--- config.mk ---
export PLATFORM = sky130hd
export DESIGN_NAME = text_write_ctrl
export DESIGN_NICKNAME = d
export VERILOG_FILES = /design/src/rtl/text_write_ctrl.sv
export SDC_FILE = /design/constraint.sdc
export NUM_CORES = 1
export LEC_CHECK = 0
export ABC_CLOCK_PERIOD_IN_PS = 5700
export CORE_MARGIN = 2
export CORE_UTILIZATION = 25
export CTS_CLUSTER_SIZE = 20
export DETAILED_ROUTE_END_ITERATION = 6
export GPL_TIMING_DRIVEN = 0
export SYNTH_ARGS = -nofsm -noshare
export SYNTH_HDL_FRONTEND = slang
export SYNTH_SLANG_ARGS = --single-unit
--- constraint.sdc ---
create_clock -name clk_pix -period 5.7 [get_ports clk_pix]
set_input_delay 0.57 -clock clk_pix [delete_from_list [all_inputs] [get_ports clk_pix]]
set_output_delay 0.57 -clock clk_pix [all_outputs]
set_load 0.05 [all_outputs]
--- src/rtl/text_write_ctrl.sv ---
// Character-stream write sequencer for the text display buffer: owns the cursor,
// turns ASCII codes into single-cell writes, and clears the grid after reset.
module text_write_ctrl #(
    parameter int         GRID_COL      = 10,
    parameter int         GRID_ROW      = 5,
    parameter int         ADDR_W        = $clog2(GRID_COL * GRID_ROW),
    parameter logic [6:0] CURSOR_CODE   = 7'd127,
    parameter logic [7:0] DEFAULT_COLOR = 8'h15
) (
    input  logic              clk_pix,
    input  logic              rst,
    input  logic              in_valid,
    output logic              in_ready,
    input  logic [6:0]        in_ascii,
    input  logic [3:0]        color_f,
    input  logic [3:0]        color_b,
    output logic              wr_en,
    output logic [ADDR_W-1:0] wr_addr,
    output logic [15:0]       wr_data,
    output logic [ADDR_W-1:0] cur_pos,
    output logic              busy
);

    localparam int COL_W = (GRID_COL > 1) ? $clog2(GRID_COL) : 1;
    localparam int ROW_W = (GRID_ROW > 1) ? $clog2(GRID_ROW) : 1;

    localparam logic [COL_W-1:0]  COL_LAST  = COL_W'(GRID_COL - 1);
    localparam logic [ROW_W-1:0]  ROW_LAST  = ROW_W'(GRID_ROW - 1);
    localparam logic [ADDR_W-1:0] CELL_LAST = ADDR_W'(GRID_COL * GRID_ROW - 1);

    localparam logic [6:0] CODE_NL    = 7'h0A;
    localparam logic [6:0] CODE_BS    = 7'h08;
    localparam logic [6:0] CODE_CLEAR = 7'h0C;
    localparam logic [6:0] CODE_BLANK = 7'h00;

    typedef enum logic [2:0] {
        S_START,
        S_CLEAR,
        S_WRITE,
        S_CURSOR,
        S_IDLE
    } state_t;

    state_t            state_q, state_d;
    logic [ADDR_W-1:0] clr_cnt_q, clr_cnt_d;
    logic [COL_W-1:0]  col_q, col_d;
    logic [ROW_W-1:0]  row_q, row_d;
    logic [ADDR_W-1:0] pos_q, pos_d;
    logic [6:0]        code_q, code_d;
    logic [7:0]        color_q, color_d;

    function automatic logic is_printable(input logic [6:0] c);
        return (c >= 7'h20) && (c <= 7'h7E);
    endfunction

    // NOTE: state registers use non-blocking assignments so every flop samples
    // the pre-edge value of every other flop, independent of process order.
    always_ff @(posedge clk_pix or posedge rst) begin
        if (rst) begin
            state_q   <= S_START;
            clr_cnt_q <= '0;
            col_q     <= '0;
            row_q     <= '0;
            pos_q     <= '0;
            code_q    <= '0;
            color_q   <= '0;
        end else begin
            state_q   <= state_d;
            clr_cnt_q <= clr_cnt_d;
            col_q     <= col_d;
            row_q     <= row_d;
            pos_q     <= pos_d;
            code_q    <= code_d;
            color_q   <= color_d;
        end
    end

    // NOTE: every signal assigned in this block gets a default first, so no
    // path through the case statement can leave a latch behind.
    always_comb begin
        state_d   = state_q;
        clr_cnt_d = clr_cnt_q;
        col_d     = col_q;
        row_d     = row_q;
        code_d    = code_q;
        color_d   = color_q;
        wr_en     = 1'b0;
        wr_addr   = '0;
        wr_data   = '0;

        case (state_q)
            S_START: begin
                clr_cnt_d = '0;
                color_d   = DEFAULT_COLOR;
                state_d   = S_CLEAR;
            end

            S_CLEAR: begin
                wr_en     = 1'b1;
                wr_addr   = clr_cnt_q;
                wr_data   = {color_q, 1'b1, CODE_BLANK};
                clr_cnt_d = clr_cnt_q + 1'b1;
                if (clr_cnt_q == CELL_LAST) begin
                    col_d   = '0;
                    row_d   = '0;
                    state_d = S_CURSOR;
                end
            end

            S_IDLE: begin
                if (in_valid) begin
                    code_d  = in_ascii;
                    color_d = {color_f, color_b};
                    if (is_printable(in_ascii) || in_ascii == CODE_NL || in_ascii == CODE_BS) begin
                        state_d = S_WRITE;
                    end else if (in_ascii == CODE_CLEAR) begin
                        clr_cnt_d = '0;
                        state_d   = S_CLEAR;
                    end
                end
            end

            S_WRITE: begin
                wr_en   = 1'b1;
                wr_addr = pos_q;
                wr_data = {color_q, 1'b1, is_printable(code_q) ? code_q : CODE_BLANK};
                state_d = S_CURSOR;
                if (is_printable(code_q)) begin
                    if (col_q == COL_LAST) begin
                        col_d = '0;
                        row_d = (row_q == ROW_LAST) ? '0 : row_q + 1'b1;
                    end else begin
                        col_d = col_q + 1'b1;
                    end
                end else if (code_q == CODE_NL) begin
                    col_d = '0;
                    row_d = (row_q == ROW_LAST) ? '0 : row_q + 1'b1;
                end else if (col_q != '0) begin
                    col_d = col_q - 1'b1;
                end else if (row_q != '0) begin
                    // Backspace at column 0 climbs to the end of the previous row;
                    // at cell 0 the cursor simply stays put.
                    col_d = COL_LAST;
                    row_d = row_q - 1'b1;
                end
            end

            S_CURSOR: begin
                wr_en   = 1'b1;
                wr_addr = pos_q;
                wr_data = {color_q, 1'b1, CURSOR_CODE};
                state_d = S_IDLE;
            end

            default: state_d = S_START;
        endcase

        // Deriving the linear position from row/col keeps the three in lockstep.
        pos_d = ADDR_W'(row_d) * ADDR_W'(GRID_COL) + ADDR_W'(col_d);
    end

    assign in_ready = (state_q == S_IDLE);
    assign busy     = (state_q != S_IDLE);
    assign cur_pos  = pos_q;

endmodule

==> qor.csv, run 1 <==
metric;value;unit
status;finished clean;
Initial Utilization;25.86;%
Netlist Area Pre-Place;0.002401;sq mm
Ys Warns;0;
# setup viols final;0;
HPWL Detailed;4569;um
die width;102;um
initial antenna violation count;0;
cts hold-fix bufs;0;
drt first pass iters;4;
Non-Filler Instances;460;
Final min period;3.420;ns
Die Y;102;um
post-CTS setup buffers;0;
share of layout cells above drive strength 1;6.949;%
Total GRT Usage;12.28;%
Worst-Margin Slew;0.7635;ns
Yosys cell types;58;
Cell Pwr Density;144.8;mW/mm^2
syn_nets;309;
Cells after DPL;453;
kind of start point of the critical path;flop;
setup TNS;0;ns
vias in the first global route;2159;
CP required;5.90;ns
antenna cells;0;
gp weighted congestion;0.8279;
worst path arrival time;3.62;ns
TritonCTS buffer count;5;
clock buffer depth;2;
RSZ-0062 raised after global routing;false;
period utilisation layout;60.01;%
final WL;6062;um
Ports;49;
most common cell after layout, fill and taps aside;nand2_1;
Hold Fails Final Rpt;0;
routed wire length per instance;13.18;um
async set-reset flop share out of synthesis;100.0;%
WS Path Type;reg2reg;
CP most frequent cell;o21ai_0;
antenna viol nets, final;0;
Peak Freq;0.2924;GHz
synthesized area per cell;8.668;sq um
Post-synth EDFFs;0;
DR iter-0 viols;90;
skew final;0.006071;ns
HP Class;reg2reg;
slew margin rel.;49.02;%
largest net degree at the start of global routing;37;
Clk Tree Root Cell;clkbuf_8;
Final Slew Violations;0;
Core Box Area;0.009284;sq mm
LEAKAGE;1.441;nW
die footprint;0.01040;sq mm
VDD IR max;0.00009426;V
Worst-path clk slew;0.07;ns
# clock sinks;36;
Skew-Pair Late Insertion Delay;0.28;ns
global-route wire length before repair;10300;um
Cells after Synth;277;
DR DRC count;0;
main flop type after synthesis;dfrtp_1;
gr ovfl total;0;
Max FO, Critical Path;5;
most frequent cells in the layout;50 x nand2_1, 47 x clkdlybuf4s50_1, 36 x dfrtp_1;
Area growth, synth to finish;29.55;%
number of synthesized register bits;36;
Worst Setup End Kind;flop;
Seq/Total Area, Yosys;37.52;%
H-tree depth;2;
Max-Cap Viols;0;
Finished Core Util;33.50;%
IO buf count;47;
CTS tree;built;
final net count;363;
vias post-DR;2212;
CP peak stage delay;0.57;ns
Resize count post-CTS;0;
crit path cell chain;or4_4, nor2_1, nor2_1, o21ai_0, a21oi_1, o21ai_0, o21ai_0, ha_1, fa_1, and3b_1, a221oi_2, xnor2_1;
Cell Rows;35;
Slowest-stage cell, CP;or4_4;
Vias/cell;4.809;
==> kinds of logic (layout without fill, tap and decap cells) <==
logic type / count (synthesis) / count (layout) / share of synthesized area [%]
multiplexers: 2 / 2 / 1.511
buffers and inverters: 23 / 77 / 4.169
flip-flops: 36 / 36 / 37.52
XOR/XNOR: 9 / 9 / 3.283
adder cells (fa/ha/maj): 14 / 14 / 7.608
AO/OA/AOI/OAI: 70 / 70 / 19.91
AND/OR/NAND/NOR: 123 / 123 / 26.00
==> synth_stat cells (2+ instances only) <==
cell type | n | area share, %
buf_4 | 3 | 0.94
o21a_1 | 2 | 0.63
clkbuf_1 | 9 | 1.4
o21ai_0 | 20 | 4.2
xnor2_1 | 3 | 1.1
inv_1 | 9 | 1.4
nor2b_1 | 4 | 1.0
nand2_1 | 50 | 7.8
dfrtp_1 | 36 | 38
and3_1 | 10 | 2.6
a21oi_1 | 15 | 3.1
xor2_1 | 6 | 2.2
nor3_1 | 6 | 1.3
nor3b_1 | 2 | 0.63
or3b_2 | 2 | 0.73
nand4_1 | 5 | 1.3
a22o_1 | 10 | 3.6
o22ai_1 | 2 | 0.52
a21o_1 | 2 | 0.63
nand3b_1 | 2 | 0.63
o211ai_1 | 2 | 0.63
buf_2 | 2 | 0.42
nor2_1 | 22 | 3.4
a31oi_1 | 3 | 0.78
o22a_1 | 3 | 1.1
ha_1 | 13 | 6.8
nand3_1 | 3 | 0.63
==> where the power goes <==
part / leakage, nW / switching (mW) / internal [mW]
logic: 0.942 / 0.0102 / 0.0113
clock network: 0.0410 / 0.0904 / 0.0832
registers: 0.459 / 0 / 0.255
==> critical path: cells and delay by family, from the launching register on <==
kind	cells	cell delay, ns
adder cells (fa/ha/maj)	2	0.73
AO/OA/AOI/OAI	5	0.85
AND/OR/NAND/NOR	4	1.16
flip-flops	1	0.45
XOR/XNOR	1	0.15
==> final timing paths <==
path	slack, ns	cells past startpoint	end	from
setup reg to reg	2.28	12	cur_pos[5]$_DFF_PP0_	code_q[2]$_DFFE_PP0P_
min in group asynchronous	0.75	2	color_q[6]$_DFFE_PP0P_	rst
setup / recovery	2.28	12	cur_pos[5]$_DFF_PP0_	code_q[2]$_DFFE_PP0P_
max in group asynchronous	4.47	2	row_q[1]$_DFF_PP0_	rst
hold reg to reg	0.49	1	color_q[0]$_DFFE_PP0P_	color_q[0]$_DFFE_PP0P_
hold / removal	0.49	1	color_q[0]$_DFFE_PP0P_	color_q[0]$_DFFE_PP0P_
==> flip-flops by register name, indices dropped and copies added (netlist names), named ones only <==
name	cells
row_q	3
state_q	3
code_q	7
col_q	3
clr_cnt_q	6
cur_pos	5
color_q	8
==> routing by layer <==
layer / up-vias / GRT usage [%] / share of wire [%]
li1: 1101 / - / -
met1: 1044 / 16.90 / 48
met2: 65 / 20.04 / 46
met3: 2 / 2.804 / 5.1
met4: 0 / 2.256 / 0.40
met5: - / 0 / 0
==> per-stage QoR <==
step / hold slack, ns / total power, mW / worst slack [ns] / cell area [sq um]
floorplan: 0.4522 / 0.2669 / 2.743 / 2401
global placement: 0.4641 / 0.2819 / 2.377 / 3033
detailed placement: 0.4726 / 0.2822 / 2.319 / 3033
CTS: 0.4901 / 0.4568 / 2.293 / 3110
global route: 0.5140 / 0.4721 / 2.004 / 3110
finish: 0.4894 / 0.4503 / 2.280 / 3110
==> layout make-up <==
class | instances | area [sq um]
flip-flops and latches | 36 | 900.9
repair buffers | 47 | 470.5
multi-input cells | 218 | 1400
well taps | 129 | 161.4
inverters | 9 | 33.78
clock buffers | 6 | 72.57
plain buffers | 14 | 66.31
fillers | 986 | 6173
clock inverters | 1 | 5.005
No activity file was read; power rests on OpenSTA's default activity.
==> run 2: changes to the inputs <==
--- a/config.mk
+++ b/config.mk
@@ -5,7 +5,7 @@
 export SDC_FILE = /design/constraint.sdc
 export NUM_CORES = 1
 export LEC_CHECK = 0
-export ABC_CLOCK_PERIOD_IN_PS = 5700
+export ABC_CLOCK_PERIOD_IN_PS = 3100
 export CORE_MARGIN = 2
 export CORE_UTILIZATION = 25
 export CTS_CLUSTER_SIZE = 20
==> constraint.sdc (replaced) <==
create_clock -name clk_pix -period 3.1 [get_ports clk_pix]
set_input_delay 0.31 -clock clk_pix [delete_from_list [all_inputs] [get_ports clk_pix]]
set_output_delay 0.31 -clock clk_pix [all_outputs]
set_load 0.05 [all_outputs]
==> run 2 against run 1 <==
Net effect: maximum frequency rose by 14%; die area did not move; clock power rose by 86%; worst setup slack got worse by 2.2 ns.
==> qor.csv, run 2 (same netlist as run 1, synthesis figures left out) <==
metric;value;unit
status;finished clean;
Ports;49;
antenna viol nets, final;0;
HP Class;in2async;
cts hold-fix bufs;0;
Non-Filler Instances;467;
Worst Setup End Kind;flop;
# setup viols final;0;
Worst-path clk slew;0.08;ns
share of layout cells above drive strength 1;13.02;%
worst setup path endpoint;cur_pos[4]$_DFF_PP0_;
Max-Cap Viols;0;
WS Path Type;reg2reg;
H-tree depth;2;
DR DRC count;0;
IO buf count;47;
Skew-Pair Late Insertion Delay;0.29;ns
Regs by FF count;color_q x8, code_q x7, clr_cnt_q x6;
vias in the first global route;2159;
Top reg by flops;color_q;
final net count;370;
RSZ-0062 raised after global routing;true;
routed wire length per instance;13.27;um
DR iter-0 viols;116;
Largest register FFs;8;
Peak Freq;0.3328;GHz
largest net degree at the start of global routing;37;
cell area after layout;0.003228;sq mm
Cell Rows;35;
Worst-Margin Slew;0.7637;ns
period utilisation layout;96.93;%
worst reg2reg path depth;10;
slew margin rel.;49.02;%
Vias/cell;4.794;
TritonCTS buffer count;5;
RR Startpoint;code_q[2]$_DFFE_PP0P_;
pre-CTS setup slack;-0.2813;ns
slack of the critical path;0.09517;ns
Core Box Area;0.009284;sq mm
Initial Utilization;25.86;%
CP required;3.31;ns
final WL;6197;um
Clk Tree Root Cell;clkbuf_8;
Final min period;3.005;ns
Area growth, synth to finish;34.45;%
vias post-DR;2239;
VDD IR max;0.0001743;V
Die Y;102;um
antenna cells;0;
flop-to-flop setup slack;0.1;ns
Area after DPL;0.003033;sq mm
Cell Pwr Density;257.8;mW/mm^2
FILL cells;976;
drt first pass iters;4;
kind of start point of the critical path;flop;
global-route wire length before repair;10340;um
most common cell after layout, fill and taps aside;nand2_1;
# clock sinks;36;
worst path arrival time;3.21;ns
Hold Fails Final Rpt;0;
RR Endpoint;cur_pos[4]$_DFF_PP0_;
Total GRT Usage;12.34;%
CTS tree;built;
initial antenna violation count;0;
gp weighted congestion;0.8279;
Final Slew Violations;0;
Max FO, Critical Path;4;
LEAKAGE;1.540;nW
crit path launch;code_q[2]$_DFFE_PP0P_;
Finished Core Util;34.77;%
Cells after DPL;453;
most frequent cells in the layout;50 x nand2_1, 39 x clkdlybuf4s50_1, 33 x dfrtp_1;
die footprint;0.01040;sq mm
gr ovfl total;0;
clock buffer depth;2;
skew final;0.009638;ns
die width;102;um
HPWL Detailed;4569;um
## run 2: changes by cell type in the layout (fill, tap and decap cells not counted), sizes merged
cell / previous run / this run
clkdlybuf4s50: 47 / 39
buf: 5 / 12
dlygate4sd2: 0 / 5
dlymetal6s2s: 0 / 3
## run 2: worst max-delay path, cell delays in order (launching register included)
cell and delay (ns):
dfrtp_1 0.39, or4_4 0.57, or2_4 0.29, mux4_1 0.24
o21ai_1 0.13, nand2_1 0.11, ha_1 0.33, ha_1 0.32
a21o_1 0.20, a211oi_2 0.21, xnor2_1 0.13
## run 2: per-layer routing
metal / part of all wire, % / up-vias / GRT usage, %
li1: - / 1114 / -
met1: 48 / 1059 / 17.15
met2: 47 / 64 / 20.19
met3: 5.1 / 2 / 2.668
met4: 0.37 / 0 / 1.949
met5: 0 / - / 0
## run 2: through the flow
stage | setup TNS, ns | power (mW) | hold slack [ns]
finish | 0 | 0.8323 | 0.4849
global route | -0.1198 | 0.8677 | 0.5140
CTS | -0.01926 | 0.8400 | 0.4901
detailed placement | -0.5296 | 0.5190 | 0.4726
global placement | -0.4295 | 0.5184 | 0.4641
floorplan | 0 | 0.4908 | 0.4154
## run 2: how the worst min path moves through the flow
stage,start,end,slack [ns]
floorplan,in_ascii[0],code_q[0]$_DFFE_PP0P_,0.42
global placement,color_q[0]$_DFFE_PP0P_,color_q[0]$_DFFE_PP0P_,0.46
detailed placement,color_q[4]$_DFFE_PP0P_,color_q[4]$_DFFE_PP0P_,0.47
CTS,color_q[4]$_DFFE_PP0P_,color_q[4]$_DFFE_PP0P_,0.49
global route,color_q[7]$_DFFE_PP0P_,color_q[7]$_DFFE_PP0P_,0.51
finish,rst,color_q[0]$_DFFE_PP0P_,0.48
## run 2: final cells by class
type / instances / area (sq um) / area share [%]
multi-input combinational: 218 / 1460 / 45.23
sequential: 36 / 904.6 / 28.02
timing repair buffer: 54 / 524.3 / 16.24
tap: 129 / 161.4 / 5.000
clock buffer: 6 / 72.57 / 2.248
buffer: 14 / 66.31 / 2.054
inverter: 9 / 33.78 / 1.047
clock inverter: 1 / 5.005 / 0.1550
## run 2: timing repair
action,in CTS,in global routing
gates resized for setup,12,20
setup buffers,2,5
pin swaps,0,6
endpoints found under the setup margin,7,5
## run 2: report_power, final
part | internal [mW] | switching [mW] | total [mW]
logic | 0.0208 | 0.0187 | 0.0394
clock network | 0.153 | 0.171 | 0.324
registers | 0.469 | 0 | 0.469
==> run 3: changes to the inputs <==
--- a/config.mk
+++ b/config.mk
@@ -5,12 +5,13 @@
 export SDC_FILE = /design/constraint.sdc
 export NUM_CORES = 1
 export LEC_CHECK = 0
-export ABC_CLOCK_PERIOD_IN_PS = 3100
+export ABC_CLOCK_PERIOD_IN_PS = 3700
 export CORE_MARGIN = 2
 export CORE_UTILIZATION = 25
 export CTS_CLUSTER_SIZE = 20
 export DETAILED_ROUTE_END_ITERATION = 6
 export GPL_TIMING_DRIVEN = 0
+export SETUP_SLACK_MARGIN = 0.3
 export SYNTH_ARGS = -nofsm -noshare
 export SYNTH_HDL_FRONTEND = slang
 export SYNTH_SLANG_ARGS = --single-unit
==> constraint.sdc (replaced) <==
create_clock -name clk_pix -period 3.7 [get_ports clk_pix]
set_input_delay 0.37 -clock clk_pix [delete_from_list [all_inputs] [get_ports clk_pix]]
set_output_delay 0.37 -clock clk_pix [all_outputs]
set_load 0.05 [all_outputs]
==> run 3 against run 2 <==
Net effect: first-iteration DRC count down 7.8%; via count down 1.6%; largest cell class unchanged; combinational power down 16%; clock skew down 0.0047 ns; non-clock buffer count down 7; flip-flop and latch count unchanged.
==> qor.csv, run 3 (same netlist as run 1, synthesis figures left out) <==
metric;value;unit
worst path arrival time;2.81;ns
cell area after layout;0.003128;sq mm
global-route wire length before repair;10300;um
Max FO, Critical Path;10;
Finished Core Util;33.69;%
# setup viols final;0;
RR Startpoint;code_q[2]$_DFFE_PP0P_;
die width;102;um
crit path launch;code_q[6]$_DFFE_PP0P_;
total power;691.5;uW
final WL;6035;um
most frequent cells in the layout;50 x nand2_1, 47 x clkdlybuf4s50_1, 36 x dfrtp_1;
Largest register FFs;8;
Area after DPL;0.003033;sq mm
Cell Pwr Density;221.1;mW/mm^2
setup TNS;0;ns
HP Class;reg2reg;
Total GRT Usage;12.28;%
share of layout cells above drive strength 1;8.761;%
Peak Freq;0.3142;GHz
Top reg by flops;color_q;
kind of start point of the critical path;flop;
most common cell after layout, fill and taps aside;nand2_1;
HP Start;color_q[0]$_DFFE_PP0P_;
final net count;363;
period utilisation layout;86.02;%
Ports;49;
# clock sinks;36;
Area growth, synth to finish;30.28;%
antenna viol nets, final;0;
WS Path Type;reg2out;
Non-Filler Instances;460;
gp weighted congestion;0.8279;
TritonCTS buffer count;5;
die footprint;0.01040;sq mm
status;finished clean;
vias in the first global route;2159;
Initial Utilization;25.86;%
VDD IR max;0.0001453;V
Skew-Pair Late Insertion Delay;0.28;ns
skew final;0.004908;ns
Cells after DPL;453;
pre-CTS setup slack;0.3187;ns
Clk Tree Root Cell;clkbuf_8;
Hold Fails Final Rpt;0;
DR DRC count;0;
RSZ-0062 raised after global routing;false;
Worst-path clk slew;0.07;ns
Worst-Margin Slew;0.7683;ns
largest net degree at the start of global routing;37;
Worst Setup End Kind;output pin;
gr ovfl total;0;
Final Slew Violations;0;
clock buffer depth;2;
H-tree depth;2;
DR iter-0 viols;107;
Regs by FF count;color_q x8, code_q x7, clr_cnt_q x6;
Min Hold Slack;0.4884;ns
LEAKAGE;1.442;nW
HPWL Detailed;4569;um
Max-Cap Viols;0;
CP required;3.33;ns
Die Y;102;um
slack of the critical path;0.5173;ns
IO buf count;47;
Final min period;3.183;ns
initial antenna violation count;0;
Cell Rows;35;
Vias/cell;4.791;
drt first pass iters;4;
slew margin rel.;48.70;%
Core Box Area;0.009284;sq mm
vias post-DR;2204;
antenna cells;0;
FILL cells;984;
routed wire length per instance;13.12;um
CTS tree;built;
run 3: critical path, cell delays in order (launching register included):
cell	delay, ns
dfrtp_1	0.41
and4_1	0.24
a41oi_2	0.42
clkbuf_1	0.38
a21oi_1	0.13
nor2_1	0.12
clkdlybuf4s50_1	0.82
run 3: worst paths after layout:
check	cells past startpoint	endpoint	slack, ns
worst min register to register	1	color_q[0]$_DFFE_PP0P_	0.49
min in group asynchronous	2	color_q[6]$_DFFE_PP0P_	0.55
max in group asynchronous	2	row_q[1]$_DFF_PP0_	2.66
worst min-delay path	1	color_q[0]$_DFFE_PP0P_	0.49
worst max-delay path	6	wr_data[3]	0.52
worst max register to register	11	cur_pos[5]$_DFF_PP0_	0.52
run 3: area by class of cell:
type	count	area, sq um	area share [%]
plain buffers	14	66.31	2.120
clock buffers	6	72.57	2.320
clock inverters	1	5.005	0.1600
inverters	9	33.78	1.080
multi-input cells	218	1418	45.32
flip-flops and latches	36	900.9	28.80
well taps	129	161.4	5.160
repair buffers	47	470.5	15.04
run 3: report_power, final:
part / switching (mW) / internal, mW
clock network: 0.137 / 0.128
logic: 0.0156 / 0.0174
registers: 0 / 0.393
total: 0.153 / 0.539
run 3: timing repair:
action | in CTS | in global routing
buffers inserted | 0 | 0
gates resized for setup | 0 | 9
endpoints found under the setup margin | 0 | 2
hold buffers | 0 | 0
run 3: layer usage:
metal	part of all wire, %	global-route usage, %
met1	48	16.90
met2	46	20.04
met3	5.8	2.804
met4	0.40	2.256
met5	0	0
